[config.mk]
export PLATFORM = sky130hd
export DESIGN_NAME = hazard_forward_unit
export DESIGN_NICKNAME = d
export VERILOG_FILES = /design/src/rtl/hazard_forward_unit.sv
export SDC_FILE = /design/constraint.sdc
export NUM_CORES = 1
export LEC_CHECK = 0
export ABC_AREA = 1
export ABC_CLOCK_PERIOD_IN_PS = 2800
export BUFFER_PORTS_ARGS = -buffer_cell sky130_fd_sc_hd__buf_2
export CAP_MARGIN = 20
export CORE_AREA = 3 3 101 103
export CTS_CLUSTER_DIAMETER = 200
export CTS_CLUSTER_SIZE = 8
export DETAILED_ROUTE_END_ITERATION = 12
export DIE_AREA = 0 0 104 106
export GPL_TIMING_DRIVEN = 0
export PLACE_DENSITY = 0.73
export SYNTH_ARGS = -nofsm -noshare
export SYNTH_HDL_FRONTEND = slang
export SYNTH_SLANG_ARGS = --single-unit
export TNS_END_PERCENT = 100
[constraint.sdc]
create_clock -name clk -period 2.8 [get_ports clk]
set_input_delay 0.42 -clock clk [delete_from_list [all_inputs] [get_ports clk]]
set_output_delay 0.42 -clock clk [all_outputs]
set_load 0.02 [all_outputs]
[src/rtl/hazard_forward_unit.sv]
`default_nettype none
// ============================================================================
//  Module      : hazard_forward_unit
//  Description : Five-stage pipeline hazard unit. Operand forwarding selects,
//                load-use stall, branch flush, data-memory freeze with a
//                wait-limit watchdog, and saturating performance counters.
//  Revision    : 1.0 - initial release
// ============================================================================
module hazard_forward_unit #(
  parameter int MAX_WAIT = 255,
  parameter int CNT_W    = 16
) (
  input  logic             clk,
  input  logic             reset_n,
  input  logic [4:0]       if_id_rs1,
  input  logic [4:0]       if_id_rs2,
  input  logic [4:0]       id_ex_rs1,
  input  logic [4:0]       id_ex_rs2,
  input  logic [4:0]       id_ex_rd,
  input  logic             id_ex_mem_read,
  input  logic             id_ex_branch_taken,
  input  logic [4:0]       ex_mem_rd,
  input  logic [4:0]       mem_wb_rd,
  input  logic             ex_mem_reg_write,
  input  logic             mem_wb_reg_write,
  input  logic             ex_mem_mem_req,
  input  logic             dmem_ready,
  output logic [1:0]       forward_a,
  output logic [1:0]       forward_b,
  output logic             pc_write,
  output logic             if_id_write,
  output logic             id_ex_write,
  output logic             ex_mem_write,
  output logic             if_id_flush,
  output logic             id_ex_flush,
  output logic             mem_wb_bubble,
  output logic             mem_timeout,
  output logic [CNT_W-1:0] lu_stall_cnt,
  output logic [CNT_W-1:0] flush_cnt,
  output logic [CNT_W-1:0] wait_cnt
);

  // One extra bit so the counter can sit at MAX_WAIT+1 without wrapping.
  localparam int             WL_W      = $clog2(MAX_WAIT + 1) + 1;
  localparam logic [WL_W-1:0] C_WAIT_LIM = WL_W'(MAX_WAIT + 1);

  typedef enum logic [0:0] {
    ST_IDLE = 1'b0,
    ST_WAIT = 1'b1
  } state_t;

  state_t          r_state;
  state_t          w_state_next;
  logic [WL_W-1:0] r_wait_len;
  logic [WL_W-1:0] w_wait_len_next;
  logic            w_freeze;
  logic            w_load_use;
  logic            w_branch;
  logic            w_lu_stall;

  // MEM stage holds the newer value, so it wins over WB.
  function automatic logic [1:0] fwd_sel(input logic [4:0] rs);
    if (ex_mem_reg_write && (ex_mem_rd != 5'd0) && (ex_mem_rd == rs))
      return 2'b10;
    else if (mem_wb_reg_write && (mem_wb_rd != 5'd0) && (mem_wb_rd == rs))
      return 2'b01;
    else
      return 2'b00;
  endfunction

  assign forward_a  = fwd_sel(id_ex_rs1);
  assign forward_b  = fwd_sel(id_ex_rs2);

  assign w_freeze   = ex_mem_mem_req && !dmem_ready;
  assign w_load_use = id_ex_mem_read && (id_ex_rd != 5'd0) &&
                      ((id_ex_rd == if_id_rs1) || (id_ex_rd == if_id_rs2));
  // Branch flush is deferred while frozen: ID/EX holds, so it reapplies later.
  assign w_branch   = !w_freeze && id_ex_branch_taken;
  assign w_lu_stall = !w_freeze && !id_ex_branch_taken && w_load_use;

  // Pipeline control with priority freeze > branch > load-use > normal.
  always_comb begin
    pc_write      = 1'b1;
    if_id_write   = 1'b1;
    id_ex_write   = 1'b1;
    ex_mem_write  = 1'b1;
    if_id_flush   = 1'b0;
    id_ex_flush   = 1'b0;
    mem_wb_bubble = 1'b0;
    if (w_freeze) begin
      pc_write      = 1'b0;
      if_id_write   = 1'b0;
      id_ex_write   = 1'b0;
      ex_mem_write  = 1'b0;
      mem_wb_bubble = 1'b1;
    end else if (id_ex_branch_taken) begin
      if_id_flush = 1'b1;
      id_ex_flush = 1'b1;
    end else if (w_load_use) begin
      pc_write    = 1'b0;
      if_id_write = 1'b0;
      id_ex_flush = 1'b1;
    end
  end

  // Wait FSM next state and wait-length next value.
  always_comb begin
    w_state_next    = r_state;
    w_wait_len_next = '0;
    case (r_state)
      ST_IDLE: if (w_freeze) w_state_next = ST_WAIT;
      ST_WAIT: begin
        if (w_freeze) begin
          w_wait_len_next = (r_wait_len == C_WAIT_LIM) ? r_wait_len
                                                       : r_wait_len + 1'b1;
        end else begin
          w_state_next = ST_IDLE;
        end
      end
      default: w_state_next = ST_IDLE;
    endcase
  end

  // Wait FSM state, wait length and sticky timeout flag.
  always_ff @(posedge clk or negedge reset_n) begin
    if (!reset_n) begin
      r_state     <= ST_IDLE;
      r_wait_len  <= '0;
      mem_timeout <= 1'b0;
    end else begin
      r_state    <= w_state_next;
      r_wait_len <= w_wait_len_next;
      if (w_wait_len_next == C_WAIT_LIM) mem_timeout <= 1'b1;
    end
  end

  // Saturating performance counters.
  always_ff @(posedge clk or negedge reset_n) begin
    if (!reset_n) begin
      lu_stall_cnt <= '0;
      flush_cnt    <= '0;
      wait_cnt     <= '0;
    end else begin
      if (w_lu_stall && (lu_stall_cnt != '1)) lu_stall_cnt <= lu_stall_cnt + 1'b1;
      if (w_branch   && (flush_cnt    != '1)) flush_cnt    <= flush_cnt + 1'b1;
      if (w_freeze   && (wait_cnt     != '1)) wait_cnt     <= wait_cnt + 1'b1;
    end
  end

endmodule
`default_nettype wire

# Word-level counts from Yosys, hierarchy flattened
# Cells that the tools add are included.
totals:
  out_inout_bits: 60
  reg_bits: 59
  input_bits: 43
  elab_cells: 60
classes:
  mux: 17
  reduce_logical: 22
  add_sub_neg: 4
  eq_ne: 11
op_table:
  columns: ["operator", "n"]
  rows:
  - ["16-bit by 1-bit adder with 16-bit output, second input constant", 3]
  - ["16-bit != test, second input constant", 3]
  - ["5-bit equality test", 6]
  - ["9-bit two-way mux", 3]
  - ["9-bit equality test, second input constant", 2]
  - ["1-bit logical AND", 15]
  - ["5-bit nonzero test", 3]
  - ["1-bit two-way mux", 12]
  - ["9-bit by 1-bit adder with 9-bit output, second input constant", 1]
  - ["2-bit two-way mux", 2]
  - ["1-bit zero test", 3]
  - ["1-bit logical OR", 1]

# Depth between registers and ports, before layout
# Gate-level depths: netlist (run 1).
depth:
  word_depth: 6
  ltp_mapped: 11
  mapped_depth_nobuf: 11

# Worst setup path after synthesis (run 1)
# No wires, ideal clock.
synth_timing:
  path_type: "input-to-output"
  startpoint: "input port ex_mem_rd[3]"
  endpoint: "output port forward_a[0]"
  arrival_ps: 1626
  path_buffers: 0
  stages: 3
  path_slack_ps: 754
  required_time_ps: 2380
  cell_sequence: "xor2_1 nor4_1 nor2_1"
synth_between:
  elab_chain_len: 4
  elab_cells_between_ends: 5
  cone_classes: "1 x eq/ne; 1 x mux; 3 x reduce/logical"
synth_rtl:
  columns: ["item", "line", "source"]
  rows:
  - ["from (decl)", "22", "input logic [4:0] ex_mem_rd,"]
  - ["5-bit nonzero test", "63", "if (ex_mem_reg_write && (ex_mem_rd != 5'd0) && (ex_mem_rd == rs))"]
  - ["1-bit logical AND", "63", null]
  - ["1-bit logical AND (*)", "63", null]
  - ["2-bit two-way mux (*)", "63", null]
  - ["to (decl)", "28", "output logic [1:0] forward_a,"]
# Every way passes the cells marked *; elsewhere a longest branch is shown, timed or not.

# Worst setup path after layout (run 1)
layout_timing:
  startpoint: "input port id_ex_rd[1]"
  endpoint: "output port pc_write"
layout_between:
  elab_chain_len: 6
  elab_cells_between_ends: 9
  cone_classes: "2 x eq/ne; 3 x mux; 4 x reduce/logical"
layout_rtl:
  columns: ["item", "line", "source"]
  rows:
  - ["from (decl)", "19", "input logic [4:0] id_ex_rd,"]
  - ["5-bit equality test or 5-bit nonzero test (tied branches)", "76, 75", null]
  - ["1-bit logical OR or 1-bit logical AND (tied branches)", "76, 75", null]
  - ["1-bit logical AND (*)", "75", "assign w_load_use = id_ex_mem_read && (id_ex_rd != 5'd0) &&"]
  - ["1-bit two-way mux (*)", "99", "end else if (w_load_use) begin"]
  - ["1-bit two-way mux (*)", "96", "end else if (id_ex_branch_taken) begin"]
  - ["1-bit two-way mux (*)", "90", "if (w_freeze) begin"]
  - ["to (decl)", "30", "output logic pc_write,"]
# Marked as above.

==> results of run 1 <==
cell usage after synthesis (all sizes together):
cell type / instances / area (um^2)
a21oi: 3 / 18.8
nor3: 22 / 120
nor3b: 2 / 20.0
nand3b: 1 / 7.51
nand4: 14 / 93.8
nor2: 53 / 214
dfrtp: 59 / 1480
nor4: 2 / 12.5
xnor2: 25 / 219
or2: 1 / 6.26
nand2: 182 / 688
o21ai: 19 / 95.1
ha: 5 / 62.6
inv: 75 / 282
xor2: 36 / 315
buf: 7 / 52.5
nand3: 39 / 200
power breakdown:
group	leakage, uW	internal (uW)	switching, uW
combinational	0.00171	248	443
clock	0.000115	545	349
sequential	0.000787	966	140
cells by family (layout without fill, tap and decap cells):
| logic type | count (synthesis) | in the layout |
|---|---|---|
| compound gates | 22 | 22 |
| xor+xnor | 61 | 61 |
| fa+ha+maj | 5 | 5 |
| buf+inv | 82 | 200 |
| flops | 59 | 59 |
| simple gates | 316 | 316 |
worst max-delay path, delay by kind of cell:
family / cells / cell delay [ps]
AO/OA/AOI/OAI: 1 / 290
buffers and inverters: 5 / 490
AND/OR/NAND/NOR: 6 / 440
sequential cells by signal, summed over array words and instances, names as in the netlist:
name          count
mem_timeout       1
wait_cnt         16
r_wait_len        9
r_state           1
lu_stall_cnt     16
flush_cnt        16
worst min-delay path by stage:
stage                               end  slack [ps]               startpoint
2_1_floorplan  flush_cnt[0]$_DFFE_PN0P_         120                  reset_n
3_3_place_gp    mem_timeout$_DFFE_PN0N_         450  mem_timeout$_DFFE_PN0N_
3_5_place_dp    mem_timeout$_DFFE_PN0N_         450  mem_timeout$_DFFE_PN0N_
4_1_cts        flush_cnt[1]$_DFFE_PN0P_         210                  reset_n
5_1_grt        wait_cnt[15]$_DFFE_PN0P_         240                  reset_n
6_report        mem_timeout$_DFFE_PN0N_         180                  reset_n
per-layer routing:
layer / wire length (um) / global-route usage / part of all wire
met1: 4150 / 0.215 / 0.45
met2: 4610 / 0.303 / 0.50
met3: 440 / 0.0401 / 0.047
met4: 69 / 0.0427 / 0.0074
met5: 0 / 0 / 0
metrics by stage:
step                      hold WS, ps  instance area, um^2  power (uW)  std cells  worst slack, ps
after floorplan                   124                 3880        1550        545              754
after global placement            450                 4560        1790        776              703
after detailed placement          455                 4580        1820        777              678
after CTS                         205                 4800        2720        792              669
after global routing              243                 4800        2860        792              519
final                             178                 4800        2690        792              725
cell type report:
cell class	count	area share
timing repair buffer	103	0.111
sequential	59	0.308
multi-input combinational	404	0.432
clock buffer	11	0.0315
buffer	7	0.0109
inverter	75	0.0586
clock inverter	4	0.0154
tap	129	0.0336
==> results list, run 1 <==
- The run finished with clean final reports.
* DP HPWL: about 7.3 mm
- Critical Path End: pc_write
- Setup repair after global routing left no endpoint under its margin.
* Number of failing setup endpoints in the final timing report: 0
- Entering global routing, the biggest net connects 35 pins.
- Commonest cells after routing, fill and taps aside: sky130_fd_sc_hd__nand2_1 (180), sky130_fd_sc_hd__buf_2 (105), sky130_fd_sc_hd__inv_1 (72)
* Relative slew margins: 0.473
- Launch point of the worst path: id_ex_rd[1]
- In the final layout, the share of cells above drive strength 1 is 0.211.
- Yosys printed 0 warnings.
- Peak clock frequency supported by timing: 0.482 GHz
* Delay contributed by the slowest stage of the critical path: slightly below 300 ps
- Critical path startpoint category: primary input
* Post-Synth Adder-Cell Area: 0.0161
- Total area of sequential cells: about 0.0015 mm^2
- Initial antenna violation count: 0
- After routing, the total negative slack on setup checks comes to 0 ps.
* Utilization after layout: 0.517
- In the finished design, the share of the clock period the worst path needs comes to 0.741.
- The startpoint identified for the worst register-to-register timing path is wait_cnt[0]$_DFFE_PN0P_.
* Multi-input combinational cell area: 0.00207 mm^2
- Top-Level Pins: between 100 and 150
* Multiplexer share of the synthesized area: 0
- Register bit count reported by yosys: a little under 60
- From left edge to right edge, the die measures between 100 and 150 um.
* Mean Syn Cell Area: a little over 7 um^2
- The area growth from synthesis to layout is 23.6%.
* Buffers added on ports: 102
* Critical Path End Type: output pin
- In this run the remaining antenna-violating nets after routing total 0.
- The number of hold buffers added after CTS was 0.
- The routed layout has ~3.8k vias.
- No sink is reached through more buffers than the 2 on the longest clock path.
- Dividing total power by cell area gives a power density of about 560 mW/mm^2.
- The critical path goes through buf_2 -> inv_1 -> nand2_1 -> nand2_1 -> nor2_1 -> nand3_1 -> a21oi_1 -> nand2_1 -> nand2_1 -> inv_1 -> buf_4 -> buf_2.
* Leakage Power: around 0.0026 uW
* CTS H-Tree Depth: 3
- Num CTS Buffers: 9
- Mean number of vias per cell: approximately 4.8
- For the pin with the worst max-slew slack, the measured transition is 791 ps.
- Counting I/O delays and the setup requirement, the final critical path takes approximately 2100 ps.
* Post-Synth XOR/XNOR Area: 0.138
- For flop-to-flop paths, the worst setup slack is 960 ps.
- The number of pins with negative max-slew slack in the final report is 0.
* Initial DRT Pass Iterations: 4
- CTS tree: yes
- The first global-routing pass estimated roughly 16 mm of wire.
* Core area: roughly 0.0093 mm^2
* Area fraction in and, or, nand and nor cells after synthesis: 0.351
- Clk_lat worst skew: approximately 340 ps
- For the final database, setup skew stands at about 14 ps.
- Number of sinks driven by the clock tree: 59
* Post-DR wirelength/cell: 11.7 um
* FF-to-FF path depth: 9
* All-Layer GR Usage: 0.173
- The routed design has slightly above 9 mm of wire.
- Sequential fraction of the synthesis area: 0.380
- Data required time at the worst endpoint: roughly 2400 ps
- For this configuration, the core starts out at a cell density of 0.418.
- Worst path most repeated cell: sky130_fd_sc_hd__nand2_1
- Data arrival time of the worst path: approximately 1700 ps
- Layout fillers: approximately 920
- The number of failing hold endpoints at the final stage came to 0.
- Compound-gate portion of the synthesized area: 0.0293
* Clock root buffer: sky130_fd_sc_hd__clkbuf_8
- The floorplan step defined a die boundary enclosing 0.0110 mm^2.
- Total congestion overflow: 0
- Top fanout value on the critical path: 3
- The die is roughly 110 um tall.
- In the final design database the tool counted 707 nets.
- Buffers added to address setup during post-CTS repair amount to 0.
* Count of antenna diodes in the layout: 0
- In the synthesized netlist, the number of instances is 545.
* Summed instance area of the synthesized netlist: between 0.003 and 0.004 mm^2
* Worst r2r dst: wait_cnt[10]$_DFFE_PN0P_
- Post-CTS repair changed the size of 0 cells.
- Hold Path Class: in2async
- At the end of routability-driven placement, the weighted congestion stood at 0.893.
* Number of global-route vias before repair: approximately 3.6k
* Post-synth cell types: 29
* Start-to-end type of the worst setup path: in2out
- Number of DRC violations after detailed-routing iteration 0: about 120
* Clock transition at the registers of the reported paths: ~60 ps
- The worst-case IR drop observed on VDD is approximately 0.00039 V.
* DR DRC count: 0
- Max-cap violations in this run came to 0.
- Row Count: 35
- Counting every net in the synthesized netlist gives around 590.
- Most common cell after layout, fill and taps aside: sky130_fd_sc_hd__nand2_1
* Combinational family with the most area after synthesis: simple AND/OR/NAND/NOR gates
* Crit-path slowest cell: sky130_fd_sc_hd__a21oi_1
No activity file was read; power rests on OpenSTA's default activity.
==> run 2: changes to the inputs <==
ABC_AREA = 0   (was 1)
ABC_CLOCK_PERIOD_IN_PS = 2000   (was 2800)
CORE_AREA = 3 3 94 96   (was 3 3 101 103)
DIE_AREA = 0 0 97 99   (was 0 0 104 106)
PLACE_DENSITY = 0.76   (was 0.73)
clock period = 2 ns   (was 2.8 ns; I/O delays follow)
==> results list, run 2 <==
- Setup repair after global routing left no endpoint under its margin.
* Initial core utilization: 0.417
- Post-synth top area cell: sky130_fd_sc_hd__dfrtp_1
- Status: complete, no violations
- Transition time at the pin with the least slew margin: approximately 520 ps
- Start-to-end type of the worst setup path: in2out
- Area share of the largest cell type after synthesis: 0.435
- Hold Path Class: in2reg
- In the final layout, flip-flops and latches occupy 0.00148 mm^2.
- Destination of the worst hold path: r_state$_DFF_PN0_
- Initial antenna violation count: 1
* Layout net count: 507
- Syn nets: roughly 390
- The worst setup path is captured at an output pin.
- Peak clock frequency supported by timing: between 0.5 and 0.6 GHz
- Post-DR wirelength/cell: approximately 14 um
* Total congestion overflow: 0
- The clock drives between 50 and 60 sinks.
- Register bit count reported by yosys: ~60
* Sequential fraction of the synthesis area: 0.435
* Relative slew margins: 0.652
* Commonest cells after routing, fill and taps aside: sky130_fd_sc_hd__buf_2 (101), sky130_fd_sc_hd__dfrtp_1 (59), sky130_fd_sc_hd__xor2_1 (49)
- CTS tree: yes
- Across the VDD grid, the largest voltage drop is 0.000651 V.
* Synthesis-to-finish area growth: 29.7%
- For the worst setup path, the data arrival time is between 1500 and 2000 ps.
- Tightest hold margin: approximately 300 ps
- Among all cell types in the netlist, the one instantiated most often is sky130_fd_sc_hd__dfrtp_1.
* CTS H-Tree Depth: 3
- For this block, the initial DRC count from the detailed router was 60.
- Top fanout value on the critical path: 3
- The Yosys step of the flow raised 0 warnings.
* Number of endpoints with negative hold slack in the final report: 0
* Leakage Power: 0.00212 uW
- Number of global-route vias before repair: between 3k and 4k
- Mean number of vias per cell: slightly above 5
- The endpoint identified for the worst register-to-register timing path is lu_stall_cnt[8]$_DFFE_PN0P_.
- In the final layout, the multi-input gates occupy between 0.0015 and 0.002 mm^2.
- Start of the worst register-to-register path: lu_stall_cnt[0]$_DFFE_PN0P_
* Summed instance area of the synthesized netlist: about 0.0034 mm^2
- The first global-routing pass estimated roughly 14 mm of wire.
- The startpoint identified for the worst hold timing path is dmem_ready.
- For this run, asynchronously set or reset flops after synthesis account for 1.00.
* Final weighted congestion of routability-driven global placement: between 0.8 and 0.9
- From left edge to right edge, the die measures ~97 um.
- By count the netlist is led by sky130_fd_sc_hd__dfrtp_1 (59), sky130_fd_sc_hd__xor2_1 (49), sky130_fd_sc_hd__xnor2_1 (30).
- Synthesis produced between 300 and 400 cells.
- For this run, the detailed router's first-pass iteration total came to 4.
- DRT antenna net count: 0
* Num CTS Buffers: 9
* Critical path startpoint category: primary input
- The core region is around 0.0081 mm^2.
- All-Layer GR Usage: 0.176
- Data required time at the worst endpoint: between 1500 and 2000 ps
- Top cells by area, synth: sky130_fd_sc_hd__dfrtp_1 (44%), sky130_fd_sc_hd__xor2_1 (13%), sky130_fd_sc_hd__xnor2_1 (7.7%), sky130_fd_sc_hd__nand3_1 (3.8%), sky130_fd_sc_hd__nand4_1 (3.3%)
* Buffers added on ports: approximately 100
- Fill cells in the final layout number 721.
- Across all register-to-register paths, the minimum setup slack is around 100 ps.
* Row Count: 33
- Detailed routing inserted a total of ~3k vias.
- Summed over all layers, the routed wires come to 8.21 mm.
- In this run the power density over the cells is around 800 mW/mm^2.
- The clock reaches the later pin of the worst-skew pair after around 350 ps.
- Utilization after layout: 0.541
* Most common cell after layout, fill and taps aside: sky130_fd_sc_hd__buf_2
- DP HPWL: ~6 mm
* Worst hold path cell count: 3
- Post-route fraction of the period consumed by the critical path: 0.965
- In this run the mean area of a mapped cell was between 10 and 15 um^2.
- Pin count of the biggest net entering global routing: 39
- DR DRC count: 0
- Fraction of final layout cells with drive strength greater than 1: 0.338
- For this run, the leading register cell type out of synthesis is sky130_fd_sc_hd__dfrtp_1.
- The synthesized design contains 0 enable-type register cells.
- Top-Level Pins: 103
- In this run, distinct cell masters in the synthesized netlist total 50.
- Top flop regs: flush_cnt: 16 flops, lu_stall_cnt: 16 flops, wait_cnt: 16 flops
* Number of failing setup endpoints in the final timing report: 0
- Clock root buffer: sky130_fd_sc_hd__clkbuf_8
- FF-to-FF path depth: 6
- Slew Viols, Final: 0
* Fin crit period: 1930 ps
- Count of antenna diodes in the layout: 0
* Maximum buffer depth of the clock tree: 2
- Clock transition at the registers of the reported paths: roughly 60 ps
- Final worst clock skew: between 10 and 15 ps
* Die area: just under 0.01 mm^2
* Number of max-cap violations: 0
- The die is 99 um tall.
run 2: changes by cell type in the layout (fill, tap and decap cells not counted), sizes merged, moves of 6 or more:
cell,change
inv,-65
nand2,-160
nand3,-13
nor2,-28
nor4,+6
o21ai,-14
xor2,+13
run 2: metal layers:
layer / part of all wire / vias to the layer above / global-route usage
met5: 0.00085 / - / 0
li1: - / 1444 / -
met1: 0.43 / 1411 / 0.206
met3: 0.048 / 9 / 0.0467
met2: 0.51 / 68 / 0.311
met4: 0.011 / 2 / 0.0605
run 2: where the power goes:
group	internal, uW	total [uW]	switching (uW)
clock	703	1190	491
sequential	1330	1520	192
combinational	341	811	470
run 2: worst max path at each step:
stage	to	slack (ps)	cells past startpoint	start
after global placement	pc_write	-120	9	id_ex_rd[0]
after CTS	pc_write	4	9	id_ex_rd[3]
after global routing	pc_write	2	9	id_ex_rd[4]
after floorplan	forward_a[0]	-10	4	ex_mem_rd[1]
final	forward_a[0]	70	6	mem_wb_rd[2]
after detailed placement	pc_write	-180	9	id_ex_rd[1]
run 2: repair_timing:
action                                 4_1_cts  5_1_grt
pin swaps                                    2        9
setup endpoints to repair                    6       17
resized for setup                            6       11
endpoints found under the hold margin       21        0
setup buffers                                2        4
hold buffers                                 1        0
run 2: final cells by class:
cell class,instances,area share
repair buffers,110,0.134
well taps,105,0.0299
plain buffers,7,0.0114
inverters,10,0.00853
clock inverters,6,0.0205
clock buffers,10,0.0290
multi-input cells,262,0.431
flip-flops and latches,59,0.336
run 2: per-stage QoR:
step / instance area, um^2 / power (uW) / worst slack, ps / instances / TNS, ps
detailed placement: 4070 / 2340 / -184 / 547 / -464
global route: 4400 / 3710 / 1.88 / 569 / 0
CTS: 4330 / 3550 / 4.09 / 565 / 0
global placement: 4050 / 2290 / -120 / 546 / -217
floorplan: 3410 / 1990 / -13.2 / 339 / -13.2
finish: 4400 / 3530 / 71.0 / 569 / 0
run 2: kinds of logic (layout without fill, tap and decap cells):
kind of cell	count (synthesis)	count (layout)	synth area share
mux	5	5	0.0177
buf+inv	18	143	0.0251
xor+xnor	79	79	0.204
flops	59	59	0.435
simple gates	147	147	0.238
fa+ha+maj	5	5	0.0184
compound gates	26	26	0.0616
run 2: critical path: stages:
cell	delay (ps)
sky130_fd_sc_hd__buf_2	120
sky130_fd_sc_hd__or4_1	110
sky130_fd_sc_hd__o21ai_0	80
sky130_fd_sc_hd__or4_1	560
sky130_fd_sc_hd__nor4_2	280
sky130_fd_sc_hd__buf_4	180
